--- config.mk ---
export PLATFORM = sky130hd
export DESIGN_NAME = uart_rx_ovs_flat
export DESIGN_NICKNAME = d
export VERILOG_FILES = /design/src/rtl/uart_pkg.sv /design/src/rtl/uart_rx_ovs_if.sv /design/src/rtl/uart_baud_tick.sv /design/src/rtl/uart_rx_ovs.sv /design/src/flat_wrapper.sv
export SDC_FILE = /design/constraint.sdc
export NUM_CORES = 1
export LEC_CHECK = 0
export ABC_CLOCK_PERIOD_IN_PS = 5700
export BUFFER_PORTS_ARGS = -buffer_cell sky130_fd_sc_hd__buf_2
export CAP_MARGIN = 15
export CELL_PAD_IN_SITES_DETAIL_PLACEMENT = 0
export CELL_PAD_IN_SITES_GLOBAL_PLACEMENT = 1
export CORE_MARGIN = 2
export CORE_UTILIZATION = 50
export DETAILED_ROUTE_END_ITERATION = 10
export HOLD_SLACK_MARGIN = 0.08
export PLACE_DENSITY = 0.77
export SLEW_MARGIN = 15
export SYNTH_ARGS = -nofsm -noshare
export SYNTH_HDL_FRONTEND = slang
export SYNTH_HIERARCHICAL = 1
export SYNTH_SLANG_ARGS = --single-unit
--- constraint.sdc ---
create_clock -name clk -period 5.7 [get_ports clk]
set_clock_uncertainty 0.2 [all_clocks]
set_input_delay 0 -clock clk [delete_from_list [all_inputs] [get_ports clk]]
set_output_delay 0 -clock clk [all_outputs]
set_load 0.02 [all_outputs]
--- src/rtl/uart_pkg.sv ---
// Shared types for the oversampling UART blocks: receiver states, parity modes
// and the receive FIFO entry.
package uart_pkg;

    typedef enum logic [2:0] {
        ST_IDLE,
        ST_START,
        ST_DATA,
        ST_PARITY,
        ST_STOP
    } rx_state_t;

    localparam int PAR_NONE = 0;
    localparam int PAR_ODD  = 1;
    localparam int PAR_EVEN = 2;

    // Entry payload is sized for the widest frame; narrower frames are zero-extended.
    localparam int MAX_DATA_BITS = 9;

    typedef struct packed {
        logic [MAX_DATA_BITS-1:0] data;
        logic                     frame_err;
        logic                     parity_err;
    } rx_entry_t;

    function automatic logic majority3(input logic a, input logic b, input logic c);
        return (a & b) | (a & c) | (b & c);
    endfunction

endpackage

--- src/rtl/uart_rx_ovs_if.sv ---
// Receive-side consumer port: head-of-FIFO entry with a valid/ready handshake.
// An entry transfers on any rising clk edge where data_valid && data_ready; the
// master holds data_out/frame_err/parity_err stable while data_valid && !data_ready.
interface uart_rx_ovs_if #(
    parameter int DATA_BITS = 8
) ();
    logic [DATA_BITS-1:0] data_out;
    logic                 frame_err;
    logic                 parity_err;
    logic                 data_valid;
    logic                 data_ready;

    modport master (
        output data_out, frame_err, parity_err, data_valid,
        input  data_ready
    );

    modport slave (
        input  data_out, frame_err, parity_err, data_valid,
        output data_ready
    );
endinterface

--- src/rtl/uart_baud_tick.sv ---
// Free-running divider producing a one-clk tick every TICK_DIV clocks while
// enabled; clear restarts the phase so the first tick lands TICK_DIV clocks later.
module uart_baud_tick #(
    parameter int TICK_DIV = 10
) (
    input  logic clk,
    input  logic rst,
    input  logic clear,
    input  logic enable,
    output logic tick
);
    localparam int CW = (TICK_DIV > 1) ? $clog2(TICK_DIV) : 1;
    localparam logic [CW-1:0] LAST = CW'(TICK_DIV - 1);

    logic [CW-1:0] cnt_q, cnt_d;

    always_comb begin
        cnt_d = cnt_q;
        tick  = 1'b0;
        if (clear) begin
            cnt_d = '0;
        end else if (enable) begin
            if (cnt_q == LAST) begin
                cnt_d = '0;
                tick  = 1'b1;
            end else begin
                cnt_d = cnt_q + CW'(1);
            end
        end
    end

    always_ff @(posedge clk) begin
        if (rst) cnt_q <= '0;
        else     cnt_q <= cnt_d;
    end
endmodule

--- src/rtl/uart_rx_ovs.sv ---
// Oversampling UART receiver with 3-sample majority voting, start-glitch
// rejection and a small valid/ready FIFO carrying per-frame error flags.
module uart_rx_ovs
    import uart_pkg::*;
#(
    parameter int CLK_FREQ   = 100_000_000,
    parameter int BAUD_RATE  = 9600,
    parameter int OVERSAMPLE = 16,
    parameter int DATA_BITS  = 8,
    parameter int PARITY     = 0,
    parameter int STOP_BITS  = 1,
    parameter int FIFO_DEPTH = 4
) (
    input  logic                 clk,
    input  logic                 rst,
    input  logic                 rx,
    uart_rx_ovs_if.master        rx_if,
    output logic                 overrun,
    output logic                 busy,
    output rx_state_t            dbg_state
);
    localparam int TICK_RAW = CLK_FREQ / (BAUD_RATE * OVERSAMPLE);
    localparam int TICK_DIV = (TICK_RAW < 1) ? 1 : TICK_RAW;
    localparam int M        = OVERSAMPLE / 2;
    localparam int SW       = $clog2(OVERSAMPLE);
    localparam int AW       = $clog2(FIFO_DEPTH);

    localparam logic [SW-1:0] S_LO  = SW'(M - 1);
    localparam logic [SW-1:0] S_MID = SW'(M);
    localparam logic [SW-1:0] S_HI  = SW'(M + 1);
    localparam logic [SW-1:0] S_END = SW'(OVERSAMPLE - 1);
    localparam logic [3:0]    LAST_DATA = 4'(DATA_BITS - 1);
    localparam logic [3:0]    LAST_STOP = 4'(STOP_BITS - 1);

    logic       rx_meta_q, rx_meta_d, rxs_q, rxs_d, rxs_prev_q, rxs_prev_d;
    logic [2:0] sync_vld_q, sync_vld_d;
    logic       fall_edge;

    // sync_vld tracks which pipeline stages hold real line samples, so the
    // reset value of 1 cannot fake a falling edge on a line held low.
    always_comb begin
        rx_meta_d  = rx;
        rxs_d      = rx_meta_q;
        rxs_prev_d = rxs_q;
        sync_vld_d = {sync_vld_q[1:0], 1'b1};
    end

    assign fall_edge = sync_vld_q[2] && rxs_prev_q && !rxs_q;

    rx_state_t            state_q, state_d;
    logic [SW-1:0]        samp_cnt_q, samp_cnt_d;
    logic [3:0]           bit_idx_q, bit_idx_d;
    logic [DATA_BITS-1:0] data_sh_q, data_sh_d;
    logic                 s0_q, s0_d, s1_q, s1_d;
    logic                 frame_err_q, frame_err_d, parity_err_q, parity_err_d;
    logic                 tick, tick_clear, maj, decide, bit_end, commit;
    rx_entry_t            commit_entry;

    assign tick_clear = (state_q == ST_IDLE) && fall_edge;

    uart_baud_tick #(.TICK_DIV(TICK_DIV)) u_tick (
        .clk    (clk),
        .rst    (rst),
        .clear  (tick_clear),
        .enable (state_q != ST_IDLE),
        .tick   (tick)
    );

    assign maj     = majority3(s0_q, s1_q, rxs_q);
    assign decide  = tick && (samp_cnt_q == S_HI);
    assign bit_end = tick && (samp_cnt_q == S_END);

    always_comb begin
        state_d      = state_q;
        samp_cnt_d   = samp_cnt_q;
        bit_idx_d    = bit_idx_q;
        data_sh_d    = data_sh_q;
        s0_d         = s0_q;
        s1_d         = s1_q;
        frame_err_d  = frame_err_q;
        parity_err_d = parity_err_q;
        commit       = 1'b0;

        if (tick) begin
            samp_cnt_d = (samp_cnt_q == S_END) ? '0 : samp_cnt_q + SW'(1);
            if (samp_cnt_q == S_LO)  s0_d = rxs_q;
            if (samp_cnt_q == S_MID) s1_d = rxs_q;
        end

        case (state_q)
            ST_IDLE: begin
                if (fall_edge) begin
                    state_d      = ST_START;
                    samp_cnt_d   = '0;
                    bit_idx_d    = '0;
                    frame_err_d  = 1'b0;
                    parity_err_d = 1'b0;
                end
            end
            ST_START: begin
                if (decide && maj) state_d = ST_IDLE;
                else if (bit_end)  state_d = ST_DATA;
            end
            ST_DATA: begin
                if (decide) data_sh_d = {maj, data_sh_q[DATA_BITS-1:1]};
                if (bit_end) begin
                    if (bit_idx_q == LAST_DATA) begin
                        state_d   = (PARITY != PAR_NONE) ? ST_PARITY : ST_STOP;
                        bit_idx_d = '0;
                    end else begin
                        bit_idx_d = bit_idx_q + 4'd1;
                    end
                end
            end
            ST_PARITY: begin
                if (decide) parity_err_d = (^data_sh_q) ^ maj ^ (PARITY == PAR_ODD);
                if (bit_end) state_d = ST_STOP;
            end
            ST_STOP: begin
                if (decide) begin
                    if (!maj) frame_err_d = 1'b1;
                    // Leave mid stop bit so the next start edge is caught early.
                    if (bit_idx_q == LAST_STOP) begin
                        commit  = 1'b1;
                        state_d = ST_IDLE;
                    end
                end else if (bit_end) begin
                    bit_idx_d = bit_idx_q + 4'd1;
                end
            end
            default: state_d = ST_IDLE;
        endcase
    end

    always_comb begin
        commit_entry            = '0;
        commit_entry.data       = MAX_DATA_BITS'(data_sh_q);
        commit_entry.frame_err  = frame_err_q | ~maj;
        commit_entry.parity_err = parity_err_q;
    end

    logic [AW:0] wr_ptr_q, wr_ptr_d, rd_ptr_q, rd_ptr_d;
    logic        overrun_q, overrun_d;
    logic        fifo_empty, fifo_full, push, pop;
    rx_entry_t   mem_q [FIFO_DEPTH];
    rx_entry_t   head;

    assign fifo_empty = (wr_ptr_q == rd_ptr_q);
    assign fifo_full  = (wr_ptr_q[AW] != rd_ptr_q[AW]) && (wr_ptr_q[AW-1:0] == rd_ptr_q[AW-1:0]);
    assign head       = mem_q[rd_ptr_q[AW-1:0]];

    always_comb begin
        pop       = !fifo_empty && rx_if.data_ready;
        push      = commit && (!fifo_full || pop);
        wr_ptr_d  = wr_ptr_q + (AW+1)'(push);
        rd_ptr_d  = rd_ptr_q + (AW+1)'(pop);
        overrun_d = commit && fifo_full && !pop;
    end

    if (DATA_BITS < MAX_DATA_BITS) begin : g_pad
        logic pad_unused;
        assign pad_unused = |head.data[MAX_DATA_BITS-1:DATA_BITS];
    end

    assign rx_if.data_valid = !fifo_empty;
    assign rx_if.data_out   = fifo_empty ? '0 : head.data[DATA_BITS-1:0];
    assign rx_if.frame_err  = !fifo_empty && head.frame_err;
    assign rx_if.parity_err = !fifo_empty && head.parity_err;
    assign overrun          = overrun_q;
    assign busy             = (state_q != ST_IDLE);
    assign dbg_state        = state_q;

    always_ff @(posedge clk) begin
        if (push) mem_q[wr_ptr_q[AW-1:0]] <= commit_entry;
    end

    always_ff @(posedge clk) begin
        if (rst) begin
            rx_meta_q    <= 1'b1;
            rxs_q        <= 1'b1;
            rxs_prev_q   <= 1'b1;
            sync_vld_q   <= '0;
            state_q      <= ST_IDLE;
            samp_cnt_q   <= '0;
            bit_idx_q    <= '0;
            data_sh_q    <= '0;
            s0_q         <= 1'b0;
            s1_q         <= 1'b0;
            frame_err_q  <= 1'b0;
            parity_err_q <= 1'b0;
            wr_ptr_q     <= '0;
            rd_ptr_q     <= '0;
            overrun_q    <= 1'b0;
        end else begin
            rx_meta_q    <= rx_meta_d;
            rxs_q        <= rxs_d;
            rxs_prev_q   <= rxs_prev_d;
            sync_vld_q   <= sync_vld_d;
            state_q      <= state_d;
            samp_cnt_q   <= samp_cnt_d;
            bit_idx_q    <= bit_idx_d;
            data_sh_q    <= data_sh_d;
            s0_q         <= s0_d;
            s1_q         <= s1_d;
            frame_err_q  <= frame_err_d;
            parity_err_q <= parity_err_d;
            wr_ptr_q     <= wr_ptr_d;
            rd_ptr_q     <= rd_ptr_d;
            overrun_q    <= overrun_d;
        end
    end
endmodule
--- src/flat_wrapper.sv ---
// flat-port wrapper written by rule: the top's interface ports become plain ports
module uart_rx_ovs_flat import uart_pkg::*;
#(
    parameter int CLK_FREQ   = 100_000_000,
    parameter int BAUD_RATE  = 9600,
    parameter int OVERSAMPLE = 16,
    parameter int DATA_BITS  = 8,
    parameter int PARITY     = 0,
    parameter int STOP_BITS  = 1,
    parameter int FIFO_DEPTH = 4
)
  (clk, rst, rx, overrun, busy, dbg_state, rx_if_data_out, rx_if_frame_err, rx_if_parity_err, rx_if_data_valid, rx_if_data_ready);
  uart_rx_ovs_if #(.DATA_BITS(DATA_BITS)) rx_if_i ();
  input  logic clk;
  input  logic rst;
  input  logic rx;
  output logic overrun;
  output logic busy;
  output rx_state_t dbg_state;
  output wire logic [$bits(rx_if_i.data_out)-1:0] rx_if_data_out;
  output wire logic [$bits(rx_if_i.frame_err)-1:0] rx_if_frame_err;
  output wire logic [$bits(rx_if_i.parity_err)-1:0] rx_if_parity_err;
  output wire logic [$bits(rx_if_i.data_valid)-1:0] rx_if_data_valid;
  input wire logic [$bits(rx_if_i.data_ready)-1:0] rx_if_data_ready;
  assign rx_if_data_out = rx_if_i.data_out;
  assign rx_if_frame_err = rx_if_i.frame_err;
  assign rx_if_parity_err = rx_if_i.parity_err;
  assign rx_if_data_valid = rx_if_i.data_valid;
  assign rx_if_i.data_ready = rx_if_data_ready;
  uart_rx_ovs #(.CLK_FREQ(CLK_FREQ), .BAUD_RATE(BAUD_RATE), .OVERSAMPLE(OVERSAMPLE), .DATA_BITS(DATA_BITS), .PARITY(PARITY), .STOP_BITS(STOP_BITS), .FIFO_DEPTH(FIFO_DEPTH)) u_core (.clk(clk), .rst(rst), .rx(rx), .rx_if(rx_if_i), .overrun(overrun), .busy(busy), .dbg_state(dbg_state));
endmodule
==> flow_summary.toml, run 1 <==
[floorplan]
die_area_sq_mm = 0.00842
die_w_microns = 91.8
start_util_pct = 52.2
design.portCount = 20
coreArea_sq_mm = 0.00737
die_y_microns = 91.8
rows = 31

[final_layout]
antenna-diode-count = 0
drive_above_1_share_pct = 18.4
final_common_cell = "dfxtp_1"
final_nets = 353
final_cell_mix = "dfxtp_1 (46), edfxtp_1 (40), nor2_1 (27)"
syn_to_final_growth_pct = 11.3

[synth]
ys_seq_area_share_pct = 55.1
synth_area_sq_mm = 0.00385
synth_cell_type_count = 52
synthCells = 314
synth_edf_count = 40
synth_fp_nets = 329
synthArstFlopShare_pct = 0
synth_seq_cells = 86
synthFlopType = "dfxtp_1"
ys_warn_count = 6
synth_area_per_cell_sq_um = 12.3

[clock_tree]
path_clk_slew_ps = 90
cts_setup_buffers = 0
cts-root-buf = "clkbuf_8"
htree_levels = 3
clock_latency_ps = 360
cts_buffer_depth = 2
numClockSinks = 86
cts_buffers = 9
postCtsHoldBufs = 4
cts_tree = "built"
cts_resized = 0

[grt]
gr-total-overflow = 0
antenna_found_initial = 0
grt_pass1_vias = 2202
grt_start_max_net_pins = 35
grt_pass1_wl_microns = 11200
track_usage_pct = 17.1

[sta]
final_max_slew_viol_count = 0
tns_ps = 0
hold_viol_final = 0
setup_viol = 0
holdWs_ps = 170
rsz0062_at_grt = "false"
slew_headroom_pct = 33.6
fmax_mhz = 248
fin_crit_sh_pct = 70.8
post-route-min-period_ps = 4040
worst_slew_pin_slew_ps = 987

[critical_path]
end_kind = "register"
rr_startpoint = "u_core/dbg_state[0]$_SDFFE_PP0P_"
setup.worst_path.class = "register to register"
arrival_ps = 3850
worstSetupStartpoint = "u_core/dbg_state[0]$_SDFFE_PP0P_"
cp_max_fo = 13
startpoint_type = "register"
cp.required_ps = 5510

[placement]
gp_congestion = 0.803
port_buffers = 19
hpwl_microns = 4560

[routing]
viasPerCell = 5.34
drtIter0Drc = 125
drc = 0
finalWirelength_microns = 6580
wl_per_cell_microns = 14.9
num_vias = 2359
first_pass_iters = 4
ant_nets = 0

[run_status]
outcome = "complete, no violations"

[power_and_ir_drop]
peakVddDrop_uv = 126
powerDensity_mw_per_mm2 = 265
leakage_nw = 1.58

[job]
drv_cap = 0

[worst_hold_path]
hold_class = "primary input to register"
hold_start = "rx"
## worst max-delay path: stages (launching register included)
cell and delay, ps:
dfxtp_1 580, or3_1 400, nand3_1 270, nor4_2 910, and4b_1 440, nand4_1 150
nand2b_2 240, inv_1 80, and3_1 420
## kinds of logic (layout without fill, tap and decap cells)
kind of cell | after synthesis | count (layout) | synth area share [%]
compound gates | 38 | 38 | 7.61
xor+xnor | 18 | 18 | 4.45
fa+ha+maj | 12 | 12 | 3.83
buf+inv | 29 | 58 | 3.67
flops | 86 | 86 | 55.1
mux | 22 | 22 | 8.97
simple gates | 109 | 109 | 16.3
## layout make-up
type                       count  area, sq um
timing repair buffer          27          165
fill                         637         3080
clock buffer                   9          124
tap                           99          124
sequential                    86         2120
multi-input combinational    199         1590
clock inverter                 7          101
inverter                      15         56.3
## power breakdown
group / total (mW) / switching (mW) / internal [mW]
clock network: 0.479 / 0.228 / 0.251
registers: 0.643 / 0.00142 / 0.641
logic: 0.0137 / 0.00872 / 0.00498
## stage by stage
stage                     util (%)  setup slack [ps]  cell area [sq um]  instances  power (mW)
after floorplan                  -              1920               3850        314       0.665
after detailed placement      54.6              1680               4020        422       0.669
final                         58.1              1660               4290        442        1.14
after global routing          58.1              1220               4290        442        1.18
after global placement        54.6              1760               4020        422       0.669
after CTS                     58.1              1670               4290        442        1.15
## cell usage after synthesis (2+ instances only)
master,instances,share of area [%]
a41oi_1,2,0.46
edfxtp_1,40,31
nor2_1,27,2.6
inv_1,15,1.5
dfxtp_1,46,24
or3_1,7,1.1
or4_1,2,0.39
buf_2,5,0.65
mux4_2,10,5.8
xnor2_1,11,2.5
o2111ai_1,2,0.46
and2_1,2,0.32
o31ai_1,5,0.98
a21oi_1,13,1.7
and3_1,2,0.32
nor2b_1,19,3.1
clkbuf_1,5,0.49
xor2_1,6,1.4
nor3b_1,3,0.58
nand3_1,8,1.0
or2_2,4,0.65
nand4b_1,3,0.68
o21ai_0,6,0.78
mux2i_1,12,3.1
or4b_4,2,0.72
ha_1,11,3.6
nand4_1,8,1.3
nor3_1,5,0.65
nand2_1,8,0.78
buf_6,3,0.88
## registers in the layout, summed over array words and instances, names as in the netlist, 3 cells and up
register / flops
u_core/bit_idx_q: 4
u_core/data_sh_q: 8
u_core/dbg_state: 3
u_core/mem_q: 40
u_core/rd_ptr_q: 3
u_core/samp_cnt_q: 4
u_core/sync_vld_q: 3
u_core/u_tick/cnt_q: 10
u_core/wr_ptr_q: 3
## metal layers
metal	share of wire (%)	routed length, microns	vias to the layer above	GRT usage [%]
li1	-	-	1196	-
met5	0	0	-	0
met4	1.7	109	0	6.72
met3	2.7	179	9	3.70
met1	49	3250	1122	23.6
met2	46	3050	32	26.3
## worst paths after layout
kind                                                      to  slack [ps]  cells past startpoint
worst max-delay path            u_core/mem_q[3][7]$_DFFE_PP_        1660                      8
worst min-delay path             u_core/rx_meta_q$_SDFF_PP1_         170                      3
worst max register to register  u_core/mem_q[3][7]$_DFFE_PP_        1660                      8
worst min register to register  u_core/rxs_prev_d$_SDFF_PP1_         210                      1
No activity file was read; power rests on OpenSTA's default activity.
==> inputs of run 2 (changes only) <==
- ABC_AREA: unset -> 1
- ABC_CLOCK_PERIOD_IN_PS: 5700 -> 3740
- CORE_UTILIZATION: 50 -> 46
- clock period: 5.7 -> 3.74 ns (I/O delays scaled with it)
==> flow_summary.toml, run 2 <==
[synth]
synth_common_cells = "nand2_1 (100), nor2_1 (78), inv_1 (60), dfxtp_1 (46), edfxtp_1 (40)"
synth_edf_count = 40
synth_fp_nets = 499
synth_seq_cells = 86
synth_area_per_cell_sq_um = 8.37
synthFlopType = "dfxtp_1"
synthTopCellsByArea = "edfxtp_1 (30%), dfxtp_1 (23%), nand2_1 (9.3%)"
synth_cell_type_count = 34
synth_area_leader_cell = "edfxtp_1"
ys_seq_area_share_pct = 52.4
synth_area_sq_mm = 0.00405
synthCells = 484
ys_warn_count = 6
synth_top_area_share_pct = 29.7
synth_most_common_cell = "nand2_1"
synthArstFlopShare_pct = 0

[clock_tree]
path_clk_slew_ps = 90
cts_tree = "built"
clock_latency_ps = 360
numClockSinks = 86
htree_levels = 3
cts_resized = 0
cts-root-buf = "clkbuf_8"
cts_buffers = 9
cts_buffer_depth = 2

[power_and_ir_drop]
leakage_nw = 2.00
peakVddDrop_uv = 467
powerDensity_mw_per_mm2 = 511
power_mw = 2.31

[sta]
setup_ws_ps = 779
fmax_mhz = 338
rsz0062_at_grt = "false"
worst_slew_pin_slew_ps = 714
slew_headroom_pct = 52.3
hold_viol_final = 0
fin_crit_sh_pct = 79.2
final_max_slew_viol_count = 0
setup_viol = 0
tns_ps = 0
post-route-min-period_ps = 2960

[routing]
finalWirelength_microns = 7770
viasPerCell = 4.92
drtIter0Drc = 125
ant_nets = 0
drc = 0
num_vias = 3073
first_pass_iters = 4
wl_per_cell_microns = 12.5

[placement]
hpwl_microns = 5550
port_buffers = 19
pre_cts_slack_ps = 824
gp_congestion = 0.787

[grt]
gr-total-overflow = 0
grt_start_max_net_pins = 24
grt_pass1_wl_microns = 12900
grt.met3_usage_pct = 2.15
track_usage_pct = 16.6
met2_usage_pct = 27.9
grtUsageMet1_pct = 21.4
grt_pass1_vias = 2855
antenna_found_initial = 0
gr-max-usage-layer = "met2"

[final_layout]
antenna-diode-count = 0
largest_reg_flops = 40
final_common_cell = "nand2_1"
final_nets = 526
drive_above_1_share_pct = 14.7
final_cell_mix = "nand2_1 (100), nor2_1 (78), inv_1 (60)"
syn_to_final_growth_pct = 11.6

[floorplan]
start_util_pct = 46.9
die_w_microns = 97.8
die_area_sq_mm = 0.00957
coreArea_sq_mm = 0.00864
die_y_microns = 97.8
rows = 34
design.portCount = 20

[worst_hold_path]
hold_class = "register to register"

[run_status]
outcome = "complete, no violations"

[job]
drv_cap = 0

[critical_path]
startpoint_type = "register"
cp.required_ps = 3600
end_kind = "register"
arrival_ps = 2820
cp_max_fo = 10
setup.worst_path.class = "register to register"
run 2: cell types whose count changed after synthesis, moves of 12 or more:
cell | previous run | this run
nor2b_1 | 19 | 0
nor2_1 | 27 | 78
mux2i_1 | 12 | 0
nand2_1 | 8 | 100
inv_1 | 15 | 60
nand3_1 | 8 | 28
o21ai_0 | 6 | 27
run 2: worst paths after layout:
| kind | startpoint | endpoint | slack [ps] | cells past startpoint |
|---|---|---|---|---|
| max | u_core/dbg_state[2]$_SDFFE_PP0P_ | u_core/mem_q[1][4]$_DFFE_PP_ | 780 | 16 |
| max reg2reg | u_core/dbg_state[2]$_SDFFE_PP0P_ | u_core/mem_q[1][4]$_DFFE_PP_ | 780 | 16 |
| min | u_core/sync_vld_q[1]$_SDFF_PP0_ | u_core/sync_vld_q[2]$_SDFF_PP0_ | 210 | 2 |
| min reg2reg | u_core/sync_vld_q[1]$_SDFF_PP0_ | u_core/sync_vld_q[2]$_SDFF_PP0_ | 210 | 2 |
run 2: routing by layer:
| layer | share of wire, % | routed length [microns] |
|---|---|---|
| met1 | 48 | 3740 |
| met2 | 47 | 3620 |
| met3 | 3.2 | 249 |
| met4 | 2.1 | 165 |
| met5 | 0 | 0 |
run 2: cell families (layout without fill, tap and decap cells):
kind of cell	Yosys count	in the layout	synth area share (%)
AND/OR/NAND/NOR	240	240	25.9
XOR/XNOR	6	6	1.30
AO/OA/AOI/OAI	61	61	8.93
adder cells (fa/ha/maj)	11	11	3.40
buffers and inverters	80	112	8.03
flip-flops	86	86	52.4
run 2: metrics by stage:
step / area [sq um] / cells / util, % / hold slack, ps
2_1_floorplan: 4050 / 484 / - / -96.2
3_3_place_gp: 4250 / 604 / 49.2 / -18.0
3_5_place_dp: 4250 / 604 / 49.2 / -10.7
4_1_cts: 4520 / 624 / 52.3 / 216
5_1_grt: 4520 / 624 / 52.3 / 222
6_report: 4520 / 624 / 52.3 / 212
run 2: final cells by class:
class / instances / area [sq um]
multi-input combinational: 318 / 1600
fill: 826 / 4120
clock buffer: 9 / 124
tap: 108 / 135
timing repair buffer: 29 / 180
clock inverter: 7 / 104
sequential: 86 / 2120
inverter: 67 / 253
run 2: critical path: stages, from the launching register on:
cell and delay, ps:
dfxtp_1 470, nor2_2 70, inv_1 80, nor2_2 50
inv_1 280, inv_2 110, nor2_1 100, nand3_1 120
nor2_1 100, buf_4 170, inv_2 60, nor2_2 130
nand3b_1 130, a21oi_2 170, nand2_1 90, nor2_1 120
buf_4 210
run 2: what timing repair did:
action	in CTS	in global routing
hold buffers	4	0
buffers inserted	0	0
setup endpoints to repair	0	0
endpoints found under the hold margin	14	0
run 2: power breakdown:
part           internal (mW)  switching, mW  total, mW
sequential              1.02         0.0463       1.06
clock                  0.384          0.350      0.734
combinational          0.167          0.345      0.513
total                   1.57          0.741       2.31
